[src/rtl/counter_wrap_monitor_pkg.sv]
// Shared types for counter_wrap_monitor: FSM state and fault code encodings.
package counter_wrap_monitor_pkg;

  localparam int unsigned FAULT_W = 2;

  typedef enum logic [1:0] {
    StIdle,
    StTrack,
    StFault
  } state_e;

  typedef enum logic [FAULT_W-1:0] {
    FaultNone  = 2'd0,
    FaultStep  = 2'd1,
    FaultRange = 2'd2
  } fault_code_e;

endpackage

[src/rtl/sat_counter.sv]
// Up-counter that sticks at all-ones; clr has priority over inc.
module sat_counter #(
  parameter int unsigned W = 8
) (
  input  logic         clock,
  input  logic         reset,
  input  logic         inc,
  input  logic         clr,
  output logic [W-1:0] value
);

  logic [W-1:0] value_q, value_d;

  always_comb begin
    value_d = value_q;
    if (clr) begin
      value_d = '0;
    end else if (inc && (value_q != '1)) begin
      value_d = value_q + W'(1);
    end
  end

  always_ff @(posedge clock or negedge reset) begin
    if (!reset) begin
      value_q <= '0;
    end else begin
      value_q <= value_d;
    end
  end

  assign value = value_q;

endmodule

[src/rtl/counter_wrap_monitor.sv]
// Observer for a modulo counter: checks steps, measures wrap period, sticky coded fault.
// Define COUNTER_WRAP_MONITOR_ASSERT_EN to add concurrent assertions.
module counter_wrap_monitor
  import counter_wrap_monitor_pkg::*;
#(
  parameter int unsigned WIDTH    = 5,
  parameter int unsigned WRAP_MAX = 22,
  parameter int unsigned STAT_W   = 8
) (
  input  logic               clock,
  input  logic               reset,
  input  logic [WIDTH-1:0]   count,
  input  logic               count_valid,
  input  logic               clear,
  output logic               active,
  output logic               wrap_pulse,
  output logic [STAT_W-1:0]  wrap_count,
  output logic [STAT_W-1:0]  period_last,
  output logic               period_valid,
  output logic               fault,
  output logic [FAULT_W-1:0] fault_code
);

  state_e              state_q, state_d;
  fault_code_e         fault_code_q, fault_code_d;
  logic [WIDTH-1:0]    prev_q, prev_d;
  logic [STAT_W-1:0]   period_last_q, period_last_d;
  logic                period_valid_q, period_valid_d;
  logic                seen_wrap_q, seen_wrap_d;
  logic                wrap_pulse_q, wrap_pulse_d;
  logic                fault_q, fault_d;
  logic                active_q, active_d;
  logic                wrap_inc, period_inc;
  logic [STAT_W-1:0]   period_cnt;
  logic [WIDTH-1:0]    exp_count;
  logic                out_of_range;

  assign exp_count    = (prev_q == WIDTH'(WRAP_MAX)) ? '0 : prev_q + WIDTH'(1);
  assign out_of_range = count > WIDTH'(WRAP_MAX);

  always_comb begin
    state_d        = state_q;
    fault_code_d   = fault_code_q;
    prev_d         = prev_q;
    period_last_d  = period_last_q;
    period_valid_d = period_valid_q;
    seen_wrap_d    = seen_wrap_q;
    wrap_pulse_d   = 1'b0;
    fault_d        = fault_q;
    wrap_inc       = 1'b0;
    period_inc     = 1'b0;
    if (clear) begin
      state_d        = StIdle;
      fault_code_d   = FaultNone;
      prev_d         = '0;
      period_last_d  = '0;
      period_valid_d = 1'b0;
      seen_wrap_d    = 1'b0;
      fault_d        = 1'b0;
    end else if (count_valid) begin
      unique case (state_q)
        StIdle: begin
          if (out_of_range) begin
            state_d      = StFault;
            fault_d      = 1'b1;
            fault_code_d = FaultRange;
          end else begin
            state_d = StTrack;
            prev_d  = count;
          end
        end
        StTrack: begin
          if (out_of_range) begin
            state_d      = StFault;
            fault_d      = 1'b1;
            fault_code_d = FaultRange;
          end else if (count != exp_count) begin
            state_d      = StFault;
            fault_d      = 1'b1;
            fault_code_d = FaultStep;
          end else begin
            prev_d = count;
            if (exp_count == '0) begin
              wrap_pulse_d   = 1'b1;
              wrap_inc       = 1'b1;
              period_last_d  = (period_cnt == '1) ? period_cnt : period_cnt + STAT_W'(1);
              // The first wrap after IDLE closes a partial period only.
              period_valid_d = seen_wrap_q;
              seen_wrap_d    = 1'b1;
            end else begin
              period_inc = 1'b1;
            end
          end
        end
        StFault: ;
        default: ;
      endcase
    end
    active_d = (state_d == StTrack);
  end

  always_ff @(posedge clock or negedge reset) begin
    if (!reset) begin
      state_q        <= StIdle;
      fault_code_q   <= FaultNone;
      prev_q         <= '0;
      period_last_q  <= '0;
      period_valid_q <= 1'b0;
      seen_wrap_q    <= 1'b0;
      wrap_pulse_q   <= 1'b0;
      fault_q        <= 1'b0;
      active_q       <= 1'b0;
    end else begin
      state_q        <= state_d;
      fault_code_q   <= fault_code_d;
      prev_q         <= prev_d;
      period_last_q  <= period_last_d;
      period_valid_q <= period_valid_d;
      seen_wrap_q    <= seen_wrap_d;
      wrap_pulse_q   <= wrap_pulse_d;
      fault_q        <= fault_d;
      active_q       <= active_d;
    end
  end

  sat_counter #(
    .W(STAT_W)
  ) u_wrap_count (
    .clock(clock),
    .reset(reset),
    .inc  (wrap_inc),
    .clr  (clear),
    .value(wrap_count)
  );

  sat_counter #(
    .W(STAT_W)
  ) u_period_cnt (
    .clock(clock),
    .reset(reset),
    .inc  (period_inc),
    .clr  (clear | wrap_inc),
    .value(period_cnt)
  );

  assign active       = active_q;
  assign wrap_pulse   = wrap_pulse_q;
  assign period_last  = period_last_q;
  assign period_valid = period_valid_q;
  assign fault        = fault_q;
  assign fault_code   = fault_code_q;

`ifdef COUNTER_WRAP_MONITOR_ASSERT_EN
  a_step_legal: assert property (@(posedge clock) disable iff (!reset || clear)
    count_valid && active |=> fault == 1'b0);
  a_pulse_single: assert property (@(posedge clock) disable iff (!reset || clear)
    wrap_pulse |-> !$past(wrap_pulse));
  a_fault_sticky: assert property (@(posedge clock) disable iff (!reset || clear)
    fault |=> fault);
`endif

endmodule

[config.mk]
export PLATFORM = sky130hd
export DESIGN_NAME = counter_wrap_monitor
export DESIGN_NICKNAME = d
export VERILOG_FILES = /design/src/rtl/counter_wrap_monitor_pkg.sv /design/src/rtl/sat_counter.sv /design/src/rtl/counter_wrap_monitor.sv
export SDC_FILE = /design/constraint.sdc
export NUM_CORES = 1
export LEC_CHECK = 0
export CORE_UTILIZATION = 43
export CTS_CLUSTER_DIAMETER = 60
export DETAILED_ROUTE_END_ITERATION = 16
export PLACE_DENSITY = 0.74
export SLEW_MARGIN = 10
export SYNTH_ARGS = -nofsm -noshare
export SYNTH_HDL_FRONTEND = slang
export SYNTH_SLANG_ARGS = --single-unit
[constraint.sdc]
create_clock -name clock -period 2.45 [get_ports clock]
set_input_delay 0.3675 -clock clock [delete_from_list [all_inputs] [get_ports clock]]
set_output_delay 0.3675 -clock clock [all_outputs]
set_load 0.02 [all_outputs]
==> results of run 1 <==
[flip-flops by register name (all words and copies together) (netlist names), 2 cells and up]
| signal | flops |
|---|---|
| prev_q | 5 |
| period_last | 8 |
| fault_code | 2 |
| state_q | 2 |
| u_wrap_count.value | 8 |
| u_period_cnt.value | 8 |
[critical path: stages (launching register included)]
cell and delay (ns):
dfrtp_2 0.45, ha_4 0.18, or2_2 0.31, a31oi_1 0.21, o21ai_1 0.12, or4_4 0.62, nor4_4 0.20, mux2_4 0.32
[layout by cell type (no fill, tap or decap), types with 3 or more instances in the layout]
cell type        Yosys  routed
nor4_1               4       3
nor4_4               0       3
clkdlybuf4s50_1      0      29
o21ai_0              7       4
xnor2_1              7       6
nor2_1              23      22
o41ai_2              1       3
nand3_1             15      15
nor2b_1              8       8
and3_1               8       8
inv_1                5       4
a31oi_1              9       9
a21bo_2              4       4
dfrtp_1             38      36
nand4_1              5       5
nand2_1             10      10
buf_4                0      41
clkbuf_8             0       6
a211oi_1             5       4
a311oi_1             7       7
nand2b_1             4       4
mux2i_1              3       3
nor3_1               5       4
a21oi_1             23      19
mux2_4               0       3
a21oi_2              0       4
o21ai_1              2       3
[cell usage after synthesis, types with 5 or more instances]
master    number  area (sq um)
nor2_1        23          86.3
nand2_1       10          37.5
a211oi_1       5          37.5
dfrtp_1       38           951
and3_1         8          50.1
nor2b_1        8          50.1
nand3_1       15          75.1
a21oi_1       23           115
a311oi_1       7          61.3
a31oi_1        9          56.3
o21ai_0        7          35.0
nand4_1        5          31.3
xnor2_1        7          61.3
nor3_1         5          25.0
inv_1          5          18.8
clkbuf_1      12          45.0
[final cells by class]
type	instances	area share
timing repair buffer	73	0.200
tap	70	0.0276
multi-input combinational	191	0.438
clock inverter	1	0.00157
sequential	38	0.300
clock buffer	7	0.0272
inverter	5	0.00591
[cells by family (layout without fill, tap and decap cells)]
group	count (synthesis)	after routing	share of synthesized area
xor gates and xnor gates	8	8	0.0306
AOI/OAI and AO/OA	72	72	0.216
buffers and inverters	18	86	0.0328
muxes	8	8	0.0377
adders and majority gates	4	4	0.0219
and+or+nand+nor	99	99	0.245
DFF	38	38	0.416
[worst paths after layout]
path	from	to	slack, ns	cells after the start
setup / recovery	prev_q[1]	u_wrap_count.value[5]	-0.08	7
hold / removal	reset	period_last[6]	0.007	1
setup reg to reg	prev_q[1]	u_wrap_count.value[5]	-0.08	7
hold reg to reg	fault_code[0]	fault_code[0]	0.50	1
max in group asynchronous	reset	fault	1.81	2
min in group clock	fault_code[0]	fault_code[0]	0.50	1
[what timing repair did]
| action | 4_1_cts | 5_1_grt |
|---|---|---|
| setup buffers | 2 | 3 |
| pin swaps | 6 | 10 |
| endpoints found under the setup margin | 17 | 26 |
| gates resized for setup | 8 | 17 |
[where the power goes]
group          leakage, nW  internal, mW  total [mW]  switching [mW]
clock network       0.0482         0.227       0.455           0.228
registers            0.523         0.639       0.655          0.0159
logic                0.779         0.112       0.241           0.129
total                 1.35         0.979        1.35           0.373
[layer usage]
| layer | up-vias | wire length, um | GRT usage | part of all wire |
|---|---|---|---|---|
| met5 | - | 0 | 0 | 0 |
| met3 | 12 | 275 | 0.0495 | 0.044 |
| met4 | 0 | 95 | 0.0713 | 0.015 |
| li1 | 1067 | - | - | - |
| met2 | 60 | 2950 | 0.360 | 0.48 |
| met1 | 1108 | 2870 | 0.317 | 0.46 |
[through the flow]
stage	setup TNS [ns]	worst slack, ns	cells	hold slack [ns]	util
after floorplan	-0.486	-0.0893	247	0.0719	-
after global placement	-4.14	-0.357	373	0.333	0.576
after detailed placement	-5.51	-0.419	373	0.338	0.576
after CTS	-0.824	-0.113	383	0.0195	0.606
after global routing	-2.70	-0.214	385	0.0304	0.622
final	-0.389	-0.0801	385	0.00748	0.622
==> out/results.ini, run 1 <==
[floorplanning]
num_rows=26
ios=31
die_area_sq_um=5610
fp.dieW_um=74.9
die_h_um=74.9
core_area_sq_um=5110
initial_core_util=0.448

[logic_synthesis]
syn_nets=260
ys.flop_type=dfrtp_1
synth_warnings=0
synthArstFlopShare=1.00
synthCells=247
ys_ff_latch=38
syn_area_sq_um=2290
synth_edf_count=0
ys_seq_area_frac=0.416
avgSynthCellArea_sq_um=9.26
synthDistinctLibCells=49

[worst_setup_path]
critPathMaxFanout=7
end_kind=flip-flop
critPathLaunchType=flip-flop
worst-setup-path-type=flip-flop to flip-flop
arrival_ns=2.71
cp.required_ns=2.63

[placement]
io_buffers=30
hpwl_um=4150
gp_congestion=0.863
placed_cell_area_sq_um=2940

[final_layout]
final.fill_count=449
regArea_sq_um=953
multiInputGateArea_sq_um=1390
drive_gt1_frac=0.283
area_growth_pct=38.9
fin_area_sq_um=3180
diodes=0
fin_nets=327

[detailed_routing]
via_per_inst=5.84
vias=2247
wirelength_um=6190
post-route-drc-count=0
wl_per_cell_um=16.1
postRouteAntennaNets=0
drt_pre_antenna_iters=4
drt-initial-drc-count=155

[global_routing]
grt_max_degree=22
grt_pass1_wl_um=9640
grt_pass1_vias=2028
antenna_found_initial=0
grtUsageTotal=0.229
overflow=0

[power]
power_mw=1.35
p_leak_nw=1.35
power_density_nw_per_um2=425
irDropWorstVdd_uv=332

[sta]
worst_slack_ns=-0.0801
hold_viol_final=0
maxSlewViolCount=0
fin_crit_sh=1.03
skew_ns=0.00386
rsz0062_at_grt=true
tightestPinTransition_ns=0.490
max_slew_margin=0.673
min_period_ns=2.53
fmax_ghz=0.395
setup_violations=8

[cts]
cts_buffers=5
clock_path_buffers=2
worstSkewPairLatency_ns=0.29
root_buffer=clkbuf_8
hold_buffers=0
clk_pin_slew_worst_paths_ns=0.07
cts_tree=yes
cts_htree_levels=2
cts_sinks=38

[hold_path]
min_path_type=input port to async pin

[status]
status=complete, but fails checks
violations=negative setup slack

[run]
cap_violations=0

Note: power is estimated with default switching activity, not from simulation.
==> run 2: changes to the inputs <==
--- a/config.mk
+++ b/config.mk
@@ -5,6 +5,8 @@
 export SDC_FILE = /design/constraint.sdc
 export NUM_CORES = 1
 export LEC_CHECK = 0
+export CAP_MARGIN = 20
+export CORE_MARGIN = 5
 export CORE_UTILIZATION = 43
 export CTS_CLUSTER_DIAMETER = 60
 export DETAILED_ROUTE_END_ITERATION = 16
==> out/results.ini, run 2 (same netlist as run 1, synthesis figures left out) <==
[status]
status=complete, but fails checks  ; unchanged
violations=negative setup slack  ; unchanged

[detailed_routing]
post-route-drc-count=0  ; unchanged
vias=2233  ; was 2247
drt_pre_antenna_iters=4  ; unchanged
via_per_inst=5.77  ; was 5.84
wirelength_um=6280  ; was 6190 um
wl_per_cell_um=16.2  ; was 16.1 um
drt-initial-drc-count=151  ; was 155
postRouteAntennaNets=0  ; unchanged

[cts]
cts_buffers=5  ; unchanged
root_buffer=clkbuf_8  ; unchanged
cts_sinks=38  ; unchanged
cts_htree_levels=2  ; unchanged
clock_path_buffers=2  ; unchanged
clk_pin_slew_worst_paths_ns=0.08  ; was 0.07 ns
cts_tree=yes  ; unchanged
worstSkewPairLatency_ns=0.29  ; about the same

[global_routing]
overflow=0  ; unchanged
grt_pass1_wl_um=10700  ; was 9640 um
grtUsageTotal=0.184  ; was 0.229
use_met2=0.278  ; was 0.360
grt-busiest-layer=met2  ; unchanged
grt_pass1_vias=2178  ; was 2028
antenna_found_initial=0  ; unchanged
use_met3=0.0376  ; was 0.0495
grt_max_degree=27  ; was 22
grtUsageMet1=0.264  ; was 0.317

[floorplanning]
initial_core_util=0.445  ; was 0.448
ios=31  ; unchanged
die_h_um=82.9  ; was 74.9 um
core_area_sq_um=5140  ; was 5110 sq um
fp.dieW_um=82.9  ; was 74.9 um
die_area_sq_um=6880  ; was 5610 sq um
num_rows=26  ; unchanged

[sta]
maxSlewViolCount=0  ; unchanged
max_slew_margin=0.660  ; was 0.673
min_period_ns=2.54  ; was 2.53 ns
setup_violations=5  ; was 8
tightestPinTransition_ns=0.508  ; was 0.490 ns
rsz0062_at_grt=true  ; unchanged
fin_crit_sh=1.04  ; was 1.03
skew_ns=0.00615  ; was 0.00386 ns
hold_viol_final=0  ; unchanged
fmax_ghz=0.394  ; was 0.395 GHz
worst_slack_ns=-0.0886  ; was -0.0801 ns

[worst_setup_path]
critPathMaxFanout=6  ; was 7
reg2reg_depth=7  ; unchanged
end_kind=flip-flop  ; unchanged
regToRegSetupSlack_ns=-0.09  ; was -0.08 ns
cp.required_ns=2.63  ; about the same
crit_start=prev_q[0]  ; was prev_q[1]
arrival_ns=2.72  ; was 2.71 ns
worst-setup-path-type=flip-flop to flip-flop  ; unchanged
worstSetupEndpoint=u_wrap_count.value[4]  ; was u_wrap_count.value[5]
reg2reg_to=u_wrap_count.value[4]  ; was u_wrap_count.value[5]
critPathLaunchType=flip-flop  ; unchanged
rr_startpoint=prev_q[0]  ; was prev_q[1]

[hold_path]
min_path_type=flip-flop to flip-flop  ; was input port to async pin

[placement]
hpwl_um=4210  ; was 4150 um
io_buffers=30  ; unchanged
placed_cell_area_sq_um=2960  ; was 2940 sq um
gp_congestion=0.868  ; was 0.863

[final_layout]
fin_area_sq_um=3260  ; was 3180 sq um
area_growth_pct=42.6  ; was 38.9%
fin_util=0.634  ; was 0.622
fin_nets=329  ; was 327
diodes=0  ; unchanged
drive_gt1_frac=0.290  ; was 0.283
mostFrequentLayoutCells=dfrtp_1, buf_4, clkdlybuf4s50_1, nor2_1, a21oi_1  ; was buf_4, dfrtp_1, clkdlybuf4s50_1, nor2_1, a21oi_1

[power]
irDropWorstVdd_uv=331  ; was 332 uV
p_leak_nw=1.38  ; was 1.35 nW
power_density_nw_per_um2=413  ; was 425 nW/um^2

[run]
cap_violations=0  ; unchanged

run 2: metrics by stage:
| stage | std cells | setup WS (ns) | TNS [ns] | total power, mW | hold slack, ns |
|---|---|---|---|---|---|
| 3_3_place_gp | 372 | -0.262 | -2.55 | 0.889 | 0.281 |
| 6_report | 387 | -0.0886 | -0.319 | 1.35 | 0.495 |
| 4_1_cts | 384 | -0.0259 | -0.0556 | 1.34 | 0.500 |
| 2_1_floorplan | 247 | -0.0893 | -0.486 | 0.773 | 0.0719 |
| 3_5_place_dp | 372 | -0.321 | -4.15 | 0.893 | 0.288 |
| 5_1_grt | 387 | -0.174 | -1.99 | 1.42 | 0.540 |
run 2: report_power, final:
part	total, mW	leakage, nW	internal (mW)	switching, mW
clock network	0.431	0.0452	0.201	0.230
registers	0.652	0.524	0.639	0.0132
logic	0.263	0.811	0.123	0.140
run 2: how the worst min path moves through the flow:
stage,end,slack (ns),cells after the start,startpoint
floorplan,active,0.07,0,reset
global placement,wrap_pulse,0.28,1,reset
detailed placement,wrap_pulse,0.29,1,reset
CTS,fault_code[0],0.50,1,fault_code[0]
global route,u_wrap_count.value[1],0.54,2,reset
finish,fault_code[0],0.49,1,fault_code[0]
run 2: final cells by class:
| class | instances | area [sq um] |
|---|---|---|
| fillers | 444 | 1880 |
| repair buffers | 75 | 691 |
| multi-input cells | 191 | 1430 |
| clock buffers | 6 | 72.6 |
| inverters | 5 | 18.8 |
| flip-flops and latches | 38 | 952 |
| clock inverters | 2 | 13.8 |
| well taps | 70 | 87.6 |
run 2: repair_timing:
action / in CTS / in global routing
gates cloned: 0 / 1
resized for setup: 16 / 14
buffers inserted: 3 / 2
pin swaps: 9 / 9
hold buffers: 1 / 0
endpoints found under the setup margin: 23 / 31
hold endpoints to repair: 12 / 0
run 2: routing by layer:
layer	vias up	routed length (um)
li1	1071	-
met1	1072	2930
met2	84	2920
met3	6	359
met4	0	76
met5	-	0
run 2: worst max-delay path, cell delays in order (launching register included):
cell     delay [ns]
dfrtp_2        0.43
ha_2           0.21
or2_2          0.32
a31oi_2        0.23
o21ai_2        0.10
or4_4          0.61
nor3_2         0.19
mux2_1         0.34
==> run 3: changes to the inputs <==
--- a/config.mk
+++ b/config.mk
@@ -9,6 +9,7 @@
 export CORE_MARGIN = 5
 export CORE_UTILIZATION = 43
 export CTS_CLUSTER_DIAMETER = 60
+export CTS_CLUSTER_SIZE = 14
 export DETAILED_ROUTE_END_ITERATION = 16
 export PLACE_DENSITY = 0.74
 export SLEW_MARGIN = 10
==> results of run 3 <==
The final DEF is identical to that of run 2; final timing and power are the same.
